--- src/rtl/fp_to_twos.sv ---
// fp_to_twos: expands an 8-bit {S, E[2:0], F[3:0]} value (value = (-1)^S * F * 2^E)
// into an OUT_W-bit two's-complement word. The magnitude is built with an iterative
// shifter that moves one bit per clock. Both sides use valid/ready handshakes, and
// only one conversion is in flight at a time.
//
// Optional build macro FPDEC_COUNT_EN adds an 8-bit conv_count output. It counts
// completed output handshakes and wraps from 255 to 0.
//
// OUT_W must be at least 12 so that the largest magnitude (15 * 2^7 = 1920) and its
// negation fit without overflow.

module fp_to_twos #(
  parameter int OUT_W = 12
) (
  input  logic             clk,
  input  logic             rst_n,
  input  logic             in_valid,
  output logic             in_ready,
  input  logic [7:0]       in_data,
  output logic             out_valid,
  input  logic             out_ready,
  output logic [OUT_W-1:0] out_data
`ifdef FPDEC_COUNT_EN
  ,
  output logic [7:0]       conv_count
`endif
);

  typedef enum logic [1:0] {
    IDLE  = 2'd0,
    SHIFT = 2'd1,
    SIGN  = 2'd2,
    DONE  = 2'd3
  } state_e;

  localparam logic [OUT_W-1:0] ONE = OUT_W'(1);

  state_e           state_q,     state_d;
  logic [OUT_W-1:0] mag_q,       mag_d;
  logic [2:0]       cnt_q,       cnt_d;
  logic             sign_q,      sign_d;
  logic [OUT_W-1:0] out_data_q,  out_data_d;
  logic             out_valid_q, out_valid_d;

  // Input fields, named for readability.
  logic       in_sign;
  logic [2:0] in_exp;
  logic [3:0] in_frac;

  assign in_sign = in_data[7];
  assign in_exp  = in_data[6:4];
  assign in_frac = in_data[3:0];

  // Input is accepted only while idle, so in_valid is ignored in every other state.
  assign in_ready  = (state_q == IDLE);
  assign out_valid = out_valid_q;
  assign out_data  = out_data_q;

  // Next-state and datapath update for the decode sequence.
  always_comb begin
    // NOTE: every signal written here is given a default first. That way no path
    // leaves a signal unassigned, and no latch is inferred.
    state_d     = state_q;
    mag_d       = mag_q;
    cnt_d       = cnt_q;
    sign_d      = sign_q;
    out_data_d  = out_data_q;
    out_valid_d = out_valid_q;

    unique case (state_q)
      IDLE: begin
        if (in_valid) begin
          sign_d  = in_sign;
          cnt_d   = in_exp;
          mag_d   = {{(OUT_W-4){1'b0}}, in_frac};
          // A zero exponent needs no shifting, so go straight to sign application.
          state_d = (in_exp != 3'd0) ? SHIFT : SIGN;
        end
      end

      SHIFT: begin
        // One doubling per clock. The count is never 0 while in this state.
        mag_d = mag_q << 1;
        cnt_d = cnt_q - 3'd1;
        if (cnt_q == 3'd1) begin
          state_d = SIGN;
        end
      end

      SIGN: begin
        // Negation wraps at OUT_W bits. Negative zero therefore comes out as 0.
        out_data_d  = sign_q ? (~mag_q + ONE) : mag_q;
        out_valid_d = 1'b1;
        state_d     = DONE;
      end

      DONE: begin
        // Hold the result until the consumer takes it. out_data keeps its last value.
        if (out_ready) begin
          out_valid_d = 1'b0;
          state_d     = IDLE;
        end
      end

      default: begin
        state_d = IDLE;
      end
    endcase
  end

  // State and datapath registers. Reset is asynchronous and discards any partial result.
  always_ff @(posedge clk or negedge rst_n) begin
    if (!rst_n) begin
      state_q     <= IDLE;
      mag_q       <= '0;
      cnt_q       <= '0;
      sign_q      <= 1'b0;
      out_data_q  <= '0;
      out_valid_q <= 1'b0;
    end else begin
      // NOTE: sequential state is written with non-blocking assignments. All registers
      // then update together from values sampled before the edge.
      state_q     <= state_d;
      mag_q       <= mag_d;
      cnt_q       <= cnt_d;
      sign_q      <= sign_d;
      out_data_q  <= out_data_d;
      out_valid_q <= out_valid_d;
    end
  end

`ifdef FPDEC_COUNT_EN
  logic [7:0] conv_count_q;

  // Count completed output handshakes. The count wraps naturally at 8 bits.
  always_ff @(posedge clk or negedge rst_n) begin
    if (!rst_n) begin
      conv_count_q <= 8'd0;
    end else if (out_valid_q && out_ready) begin
      conv_count_q <= conv_count_q + 8'd1;
    end
  end

  assign conv_count = conv_count_q;
`endif

endmodule
--- config.mk ---
export PLATFORM = sky130hd
export DESIGN_NAME = fp_to_twos
export DESIGN_NICKNAME = d
export VERILOG_FILES = /design/src/rtl/fp_to_twos.sv
export SDC_FILE = /design/constraint.sdc
export NUM_CORES = 1
export LEC_CHECK = 0
export BUFFER_PORTS_ARGS = -buffer_cell sky130_fd_sc_hd__clkbuf_2
export CORE_ASPECT_RATIO = 1.75
export CORE_UTILIZATION = 51
export CTS_BUF_LIST = sky130_fd_sc_hd__clkbuf_16
export DETAILED_ROUTE_END_ITERATION = 10
export GPL_TIMING_DRIVEN = 0
export HOLD_SLACK_MARGIN = 0.12
export PLACE_DENSITY = 0.85
export SYNTH_ARGS = -nofsm -noshare
export SYNTH_HDL_FRONTEND = slang
export SYNTH_SLANG_ARGS = --single-unit
--- constraint.sdc ---
create_clock -name clk -period 1.8 [get_ports clk]
set_clock_uncertainty 0.05 [all_clocks]
set_input_delay 0.18 -clock clk [delete_from_list [all_inputs] [get_ports clk]]
set_output_delay 0.18 -clock clk [all_outputs]
set_load 0.01 [all_outputs]
==> flow_metrics.tcl, run 1 <==
set metrics [dict create \
    post_dp_cell_area_mm2 0.00198 \
    crit_arrival_ns 1.85 \
    cpPeakStageDelay_ns 0.37 \
    synth_fp_nets 202 \
    grt_pass1_wl_um 7200 \
    via_per_inst 6.10 \
    synth_top_area_cell "dfrtp_1" \
    yosysUniqueCellTypes 49 \
    synth_common_cells "31 x dfrtp_1, 12 x nor2_1, 10 x inv_1" \
    wirelength_um 4420 \
    die_area_mm2 0.00377 \
    path_class "flop to flop" \
    num_rows 28 \
    rr_worst_depth 6 \
    cpMaxStageDelayCell "dfrtp_1" \
    rsz0062_at_grt "yes" \
    worst_hold_slack_ns 0.142 \
    diodes 0 \
    slew_violations 0 \
    path_buf_inv 2 \
    drt_iter0_drc 64 \
    ys.flop_type "dfrtp_1" \
    hold_path.class "input port to flop" \
    met1_usage 0.310 \
    yosysMostFrequentCell "dfrtp_1" \
    initial_core_util 0.533 \
    fmax_ghz 0.576 \
    clock_latency_ns 0.28 \
    num_vias 1629 \
    grt_max_degree 32 \
    crit_family "flip-flops" \
    die_w_um 46.8 \
    whs_path_depth 2 \
    cts_tree "done" \
    syn_inst 182 \
    finalHoldViolations 0 \
    synthArstFlopShare 1.00 \
    grt.overflow.total 0 \
    ys_seq_area_frac 0.432 \
    tightest_slew_ns 0.785 \
    htree_levels 2 \
    worstPathRequired_ns 1.91 \
    synth_edf_count 0 \
    syn_to_final_growth_pct 26.2 \
    max_slew_margin 0.477 \
    max-vdd-ir-drop_mv 1.35 \
    period_share 0.964 \
    synth_area_leaders "dfrtp_1 43%, ha_1 5.6%, a22o_1 4.4%" \
    grt_util_met3 0.0607 \
    clkTransAtPathRegs_ns 0.05 \
    start_kind "flop" \
    synthesis.area_mm2 0.00179 \
    total_power_mw 4.68 \
    cp.depth 6 \
    cp-end-kind "flop" \
    ant_nets 0 \
    p_leak_nw 1.01 \
    ios 26 \
    cap_violations 0 \
    cts_root_buffer "clkbuf_16" \
    num-fill-cells 280 \
    global_route.usage.met2 0.419 \
    powerDensity_mw_per_mm2 2070 \
    antenna_found_initial 0 \
    drtPass1Iterations 4 \
    clockBufferDepth 2 \
    period_needed_ns 1.74 \
    route.detailed.wl_per_inst_um 16.6 \
    worstPathCellList "inv_1 > ha_4 > nor2b_1 > buf_4 > a221oi_4 > mux2_2" \
    cp_max_fo 10 \
    post-route-drc-count 0 \
    ys_ff_latch 31 \
    setup_viol 0 \
    numCtsBuffers 5 \
    layout.nets 241 \
    synth_top_area_share 0.432 \
    avgSynthCellArea_um2 9.86 \
    die_h_um 80.5 \
    fin_area_mm2 0.00226 \
    yosysWarnings 0 \
    hpwl_um 2760 \
    cts_sinks 31 \
    first_global_vias 1624 \
    port_buffers 25 \
    drive_above_1_share 0.279 \
    core_mm2 0.00336 \
    status "completed" \
    busiest_layer "met2" \
    place.gp.congestion 0.822 \
    gr-usage-all-layers 0.268 \
]
-- placed cells by master, fill, tap and decap left out, drive strengths merged, types with 4 or more instances in the layout --
cell / synthesis / routed
nor3: 6 / 6
a22o: 9 / 9
buf: 3 / 12
a211oi: 4 / 4
nand2b: 6 / 6
nor2: 12 / 12
nor2b: 6 / 6
nand4: 4 / 4
nand2: 4 / 4
nand3: 6 / 6
a21oi: 8 / 8
clkbuf: 8 / 35
a31oi: 5 / 5
inv: 12 / 12
dfrtp: 31 / 31
nand3b: 6 / 6
ha: 8 / 8
-- metrics by stage --
stage / util / instances / setup TNS, ns / setup WS [ns]
after floorplan: - / 182 / 0 / 0.000301
after global placement: 0.589 / 252 / -2.42 / -0.213
after detailed placement: 0.589 / 252 / -3.24 / -0.263
after CTS: 0.651 / 262 / 0 / 0.0328
after global routing: 0.673 / 267 / -0.0394 / -0.0233
final: 0.673 / 267 / 0 / 0.0647
-- state kept, by name, summed over array words and instances (netlist names) --
register	cells
out_data	12
sign_q	1
cnt_q	3
mag_q	12
state_q	2
out_valid	1
-- power by group --
part / internal [mW] / switching, mW / total, mW
Combinational: 1.11 / 1.35 / 2.45
Clock: 0.644 / 0.300 / 0.944
Sequential: 1.02 / 0.267 / 1.28
Total: 2.77 / 1.92 / 4.68
-- cells by family (layout without fill, tap and decap cells) --
kind of cell / Yosys count / in the layout / share of synthesized area
simple gates: 63 / 63 / 0.209
compound gates: 50 / 50 / 0.209
flops: 31 / 31 / 0.432
buf+inv: 23 / 63 / 0.0551
fa+ha+maj: 8 / 8 / 0.0558
mux: 5 / 5 / 0.0300
xor+xnor: 2 / 2 / 0.00976
-- worst paths after layout --
path | startpoint | to | slack, ns
max | state_q[1]$_DFFE_PN0P_ | state_q[0]$_DFFE_PN0P_ | 0.06
min | in_data[7] | sign_q$_DFFE_PN0P_ | 0.14
max reg2reg | state_q[1]$_DFFE_PN0P_ | state_q[0]$_DFFE_PN0P_ | 0.06
min reg2reg | out_data[3]$_DFFE_PN0P_ | out_data[3]$_DFFE_PN0P_ | 0.47
max in group asynchronous | rst_n | mag_q[1]$_DFFE_PN0P_ | 0.69
min in group asynchronous | rst_n | cnt_q[0]$_DFFE_PN0P_ | 0.46
-- per-layer routing --
| layer | up-vias | routed length (um) | part of all wire |
|---|---|---|---|
| met2 | 49 | 2400 | 0.54 |
| met3 | 10 | 173 | 0.039 |
| met4 | 0 | 131 | 0.030 |
| li1 | 763 | - | - |
| met5 | - | 0 | 0 |
| met1 | 807 | 1720 | 0.39 |
-- repair_timing --
action | 4_1_cts | 5_1_grt
hold endpoints to repair | 31 | 0
pin swaps | 0 | 1
buffers inserted | 2 | 5
hold buffers | 1 | 0
resized for setup | 9 | 10
setup endpoints to repair | 26 | 16
-- cell type report --
| cell class | instances | area, um2 | area share |
|---|---|---|---|
| clock buffer | 5 | 125 | 0.0553 |
| sequential | 31 | 777 | 0.343 |
| multi-input combinational | 128 | 973 | 0.430 |
| tap | 45 | 56.3 | 0.0249 |
| clock inverter | 3 | 38.8 | 0.0171 |
| buffer | 10 | 60.1 | 0.0265 |
| inverter | 12 | 45.0 | 0.0199 |
| timing repair buffer | 33 | 188 | 0.0829 |
Note: power is estimated with default switching activity, not from simulation.
==> run 2, diff against run 1 <==
CELL_PAD_IN_SITES_DETAIL_PLACEMENT = 1   (was unset)
CELL_PAD_IN_SITES_GLOBAL_PLACEMENT = 2   (was unset)
CORE_UTILIZATION = 33   (was 51)
CTS_BUF_LIST = sky130_fd_sc_hd__clkbuf_2 sky130_fd_sc_hd__clkbuf_4 sky130_fd_sc_hd__clkbuf_8   (was sky130_fd_sc_hd__clkbuf_16)
PLACE_DENSITY = 0.87   (was 0.85)
==> flow_metrics.tcl, run 2 (synthesis gave the netlist of run 1 again) <==
set metrics [dict create \
    layout.nets 237 \
    hold_path.class "input port to flop" \
    slew_violations 0 \
    cap_violations 0 \
    drt_iter0_drc 33 \
    ios 26 \
    cp-end-kind "flop" \
    antenna_found_initial 0 \
    drtPass1Iterations 7 \
    cts_sinks 31 \
    cts_root_buffer "clkbuf_8" \
    powerDensity_mw_per_mm2 1910 \
    worst_hold_slack_ns 0.146 \
    num_vias 1522 \
    setup_viol 0 \
    die_area_mm2 0.00575 \
    finalSetupTns_ns 0 \
    syn_to_final_growth_pct 20.3 \
    final_common_cell "dfrtp_1" \
    numCtsBuffers 5 \
    finalHoldViolations 0 \
    grt_pass1_wl_um 7840 \
    core_mm2 0.00526 \
    cp_max_fo 10 \
    tightest_slew_ns 0.801 \
    route.detailed.wl_per_inst_um 16.6 \
    cts_tree "done" \
    period_needed_ns 1.72 \
    rr_worst_depth 6 \
    port_buffers 25 \
    drive_above_1_share 0.263 \
    grt_max_degree 32 \
    die_w_um 57.7 \
    crit_arrival_ns 1.83 \
    worstPathRequired_ns 1.91 \
    start_kind "flop" \
    first_global_vias 1619 \
    clockBufferDepth 2 \
    diodes 0 \
    via_per_inst 5.60 \
    htree_levels 2 \
    max-vdd-ir-drop_mv 0.871 \
    violations "design-rule violations" \
    clkTransAtPathRegs_ns 0.07 \
    max_slew_margin 0.466 \
    ant_nets 0 \
    final_cell_mix "30 x dfrtp_1, 28 x clkbuf_2, 11 x nor2_1, 9 x inv_1, 9 x a22o_1" \
    die_h_um 99.5 \
    fmax_ghz 0.582 \
    post-route-drc-count 2 \
    path_class "flop to flop" \
    wirelength_um 4510 \
    num_rows 35 \
    whs_path_depth 3 \
    place.gp.congestion 0.740 \
    period_share 0.955 \
    grt.overflow.total 0 \
    initial_core_util 0.341 \
    gr-usage-all-layers 0.179 \
    hpwl_um 3230 \
    clock_latency_ns 0.28 \
    status "finished, violations left" \
    p_leak_nw 0.955 \
]
==> run 2: cell count changes in the layout (fill, tap and decap cells not counted), sizes merged <==
cell / previous run / this run
bufinv: 1 / 0
clkbuf: 35 / 37
buf: 12 / 6
clkinv: 2 / 1
dlygate4sd3: 1 / 2
==> run 2: final cells by class <==
cell class | instances | area, um2
fillers | 613 | 3100
repair buffers | 29 | 160
inverters | 12 | 45.0
flip-flops and latches | 31 | 777
well taps | 55 | 68.8
clock inverters | 1 | 5.00
plain buffers | 10 | 61.3
clock buffers | 6 | 82.6
multi-input cells | 128 | 958
==> run 2: metrics by stage <==
step	setup WS, ns	instances	util	instance area [um2]	power [mW]
detailed placement	-0.331	262	0.380	1990	3.45
global route	-0.000575	272	0.411	2160	4.50
CTS	0.0141	272	0.405	2130	4.08
global placement	-0.266	262	0.380	1990	3.40
finish	0.0816	272	0.411	2160	4.12
floorplan	0.000301	182	-	1800	2.82
==> run 2: worst max-delay path, cell delays in order (launching register included) <==
cell and delay, ns:
dfrtp_1 0.39, inv_2 0.07, ha_2 0.20, nor2b_1 0.13, buf_4 0.18, a221oi_4 0.22
mux2_2 0.37
==> run 2: timing repair <==
item / CTS / global route
hold endpoints to repair: 32 / 0
endpoints found under the setup margin: 27 / 19
hold buffers: 2 / 0
gates resized for setup: 8 / 10
setup buffers: 2 / 0
==> run 2: path summary, 6_finish.rpt <==
check,from,to,slack [ns]
max reg2reg,state_q[1]$_DFFE_PN0P_,state_q[0]$_DFFE_PN0P_,0.08
min reg2reg,out_data[0]$_DFFE_PN0P_,out_data[0]$_DFFE_PN0P_,0.46
max in group asynchronous,rst_n,mag_q[1]$_DFFE_PN0P_,0.69
max,state_q[1]$_DFFE_PN0P_,state_q[0]$_DFFE_PN0P_,0.08
min,in_data[2],mag_q[2]$_DFFE_PN0P_,0.15
min in group asynchronous,rst_n,out_data[1]$_DFFE_PN0P_,0.47
==> run 2: where the power goes <==
group | total [mW] | internal [mW] | switching, mW
clock | 0.556 | 0.300 | 0.257
combinational | 2.28 | 0.986 | 1.30
sequential | 1.28 | 1.01 | 0.265
total | 4.12 | 2.30 | 1.82
==> run 2: metal layers <==
layer | up-vias | global-route usage | wire length, um
li1 | 753 | - | -
met2 | 20 | 0.323 | 2370
met1 | 744 | 0.207 | 1960
met3 | 5 | 0.0351 | 111
met5 | - | 0 | 0
met4 | 0 | 0.0604 | 72
==> run 3, diff against run 2 <==
CORE_MARGIN = 2   (was unset)
CORE_UTILIZATION = 40   (was 33)
PLACE_DENSITY = 0.95   (was 0.87)
clock period = 2.17 ns   (was 1.8 ns; I/O delays follow)
==> flow_metrics.tcl, run 3 (synthesis gave the netlist of run 1 again) <==
set metrics [dict create \
    final_cells 265 \
    die_w_um 54.6 \
    multi_input_area_um2 920 \
    drtPass1Iterations 4 \
    slew_violations 0 \
    worst_hold_slack_ns 0.167 \
    dp_cells 258 \
    max_slew_margin 0.465 \
    max-vdd-ir-drop_mv 0.781 \
    worstPathRequired_ns 2.28 \
    place.gp.congestion 0.750 \
    worstPathCellList "inv_1 > ha_1 > nor2b_1 > clkbuf_2 > a221oi_1 > mux2_2" \
    fin_area_mm2 0.00207 \
    p_leak_nw 0.917 \
    path_class "flop to flop" \
    post-route-drc-count 0 \
    final_cell_mix "31 x dfrtp_1, 27 x clkbuf_2, 12 x nor2_1, 10 x inv_1, 9 x a22o_1" \
    cpMaxStageDelayCell "dfrtp_1" \
    final_common_cell "dfrtp_1" \
    ios 26 \
    clockBufferDepth 2 \
    initial_core_util 0.411 \
    gr-usage-all-layers 0.209 \
    layout.nets 235 \
    period_share 0.935 \
    port_buffers 25 \
    die_h_um 92.6 \
    route.detailed.wl_per_inst_um 17.4 \
    period_needed_ns 2.03 \
    crit_family "flip-flops" \
    status "completed" \
    post_dp_cell_area_mm2 0.00198 \
    powerDensity_mw_per_mm2 1590 \
    core_mm2 0.00436 \
    htree_levels 2 \
    clkTransAtPathRegs_ns 0.06 \
    finalHoldViolations 0 \
    hold_path.class "input port to flop" \
    numCtsBuffers 5 \
    path_buf_inv 2 \
    num_rows 32 \
    seq_area_um2 776 \
    crit_arrival_ns 2.14 \
    drive_above_1_share 0.210 \
    hpwl_um 3340 \
    first_global_vias 1644 \
    finalSetupTns_ns 0 \
    syn_to_final_growth_pct 15.5 \
    postCtsSetupBuffers 0 \
    grt_max_degree 32 \
    rsz0062_at_grt "yes" \
    tightest_slew_ns 0.803 \
    grt_pass1_wl_um 7750 \
    drt_iter0_drc 23 \
    clock_latency_ns 0.28 \
    cap_violations 0 \
    num-fill-cells 524 \
    via_per_inst 5.88 \
    utilization 0.475 \
    antenna_found_initial 0 \
    fmax_ghz 0.493 \
    ant_nets 0 \
    die_area_mm2 0.00506 \
    start_kind "flop" \
    grt.overflow.total 0 \
    setup_viol 0 \
    cts_tree "done" \
    cp_max_fo 10 \
    cts_root_buffer "clkbuf_8" \
    cts_sinks 31 \
    cpPeakStageDelay_ns 0.39 \
    diodes 0 \
    num_vias 1558 \
    wirelength_um 4620 \
    cp-end-kind "flop" \
]
run 3: layout make-up:
type	count	area share
multi-input cells	128	0.444
flip-flops and latches	31	0.374
repair buffers	26	0.0652
clock buffers	6	0.0368
well taps	51	0.0308
plain buffers	11	0.0272
inverters	12	0.0217
run 3: repair_timing:
action / CTS / global route
hold endpoints to repair: 31 / 0
hold buffers: 1 / 0
setup endpoints to repair: 0 / 14
resized for setup: 0 / 5
run 3: metrics by stage:
| stage | power [mW] | setup WS [ns] |
|---|---|---|
| final | 3.29 | 0.140 |
| after global routing | 3.59 | -0.0421 |
| after CTS | 3.33 | 0.0530 |
| after detailed placement | 2.88 | 0.0601 |
| after global placement | 2.80 | 0.0960 |
| after floorplan | 2.33 | 0.273 |
run 3: power breakdown:
group	total, mW	leakage (nW)	internal [mW]	switching (mW)
logic	1.81	0.497	0.741	1.07
registers	1.04	0.379	0.840	0.204
clock network	0.427	0.0406	0.226	0.201
total	3.29	0.917	1.81	1.48
run 3: path summary, 6_finish.rpt:
path | start | end | slack (ns) | depth (start not counted)
max reg2reg | state_q[0]$_DFFE_PN0P_ | state_q[0]$_DFFE_PN0P_ | 0.14 | 6
min reg2reg | out_data[0]$_DFFE_PN0P_ | out_data[0]$_DFFE_PN0P_ | 0.46 | 1
min | out_ready | out_valid$_DFFE_PN0P_ | 0.17 | 3
max in group asynchronous | rst_n | mag_q[7]$_DFFE_PN0P_ | 1.05 | 2
min in group asynchronous | rst_n | mag_q[0]$_DFFE_PN0P_ | 0.51 | 2
max | state_q[0]$_DFFE_PN0P_ | state_q[0]$_DFFE_PN0P_ | 0.14 | 6
run 3: worst register-to-register path, delay by kind of cell (launching register included):
kind	cells	cell delay, ns
simple gates	1	0.15
mux	1	0.38
buf+inv	2	0.28
fa+ha+maj	1	0.27
compound gates	1	0.39
flops	1	0.39
run 3: layer usage:
| layer | share of wire | GRT usage | vias to the layer above |
|---|---|---|---|
| met5 | 0 | 0 | - |
| met1 | 0.40 | 0.246 | 770 |
| met2 | 0.55 | 0.354 | 29 |
| li1 | - | - | 748 |
| met3 | 0.026 | 0.0371 | 11 |
| met4 | 0.023 | 0.0854 | 0 |
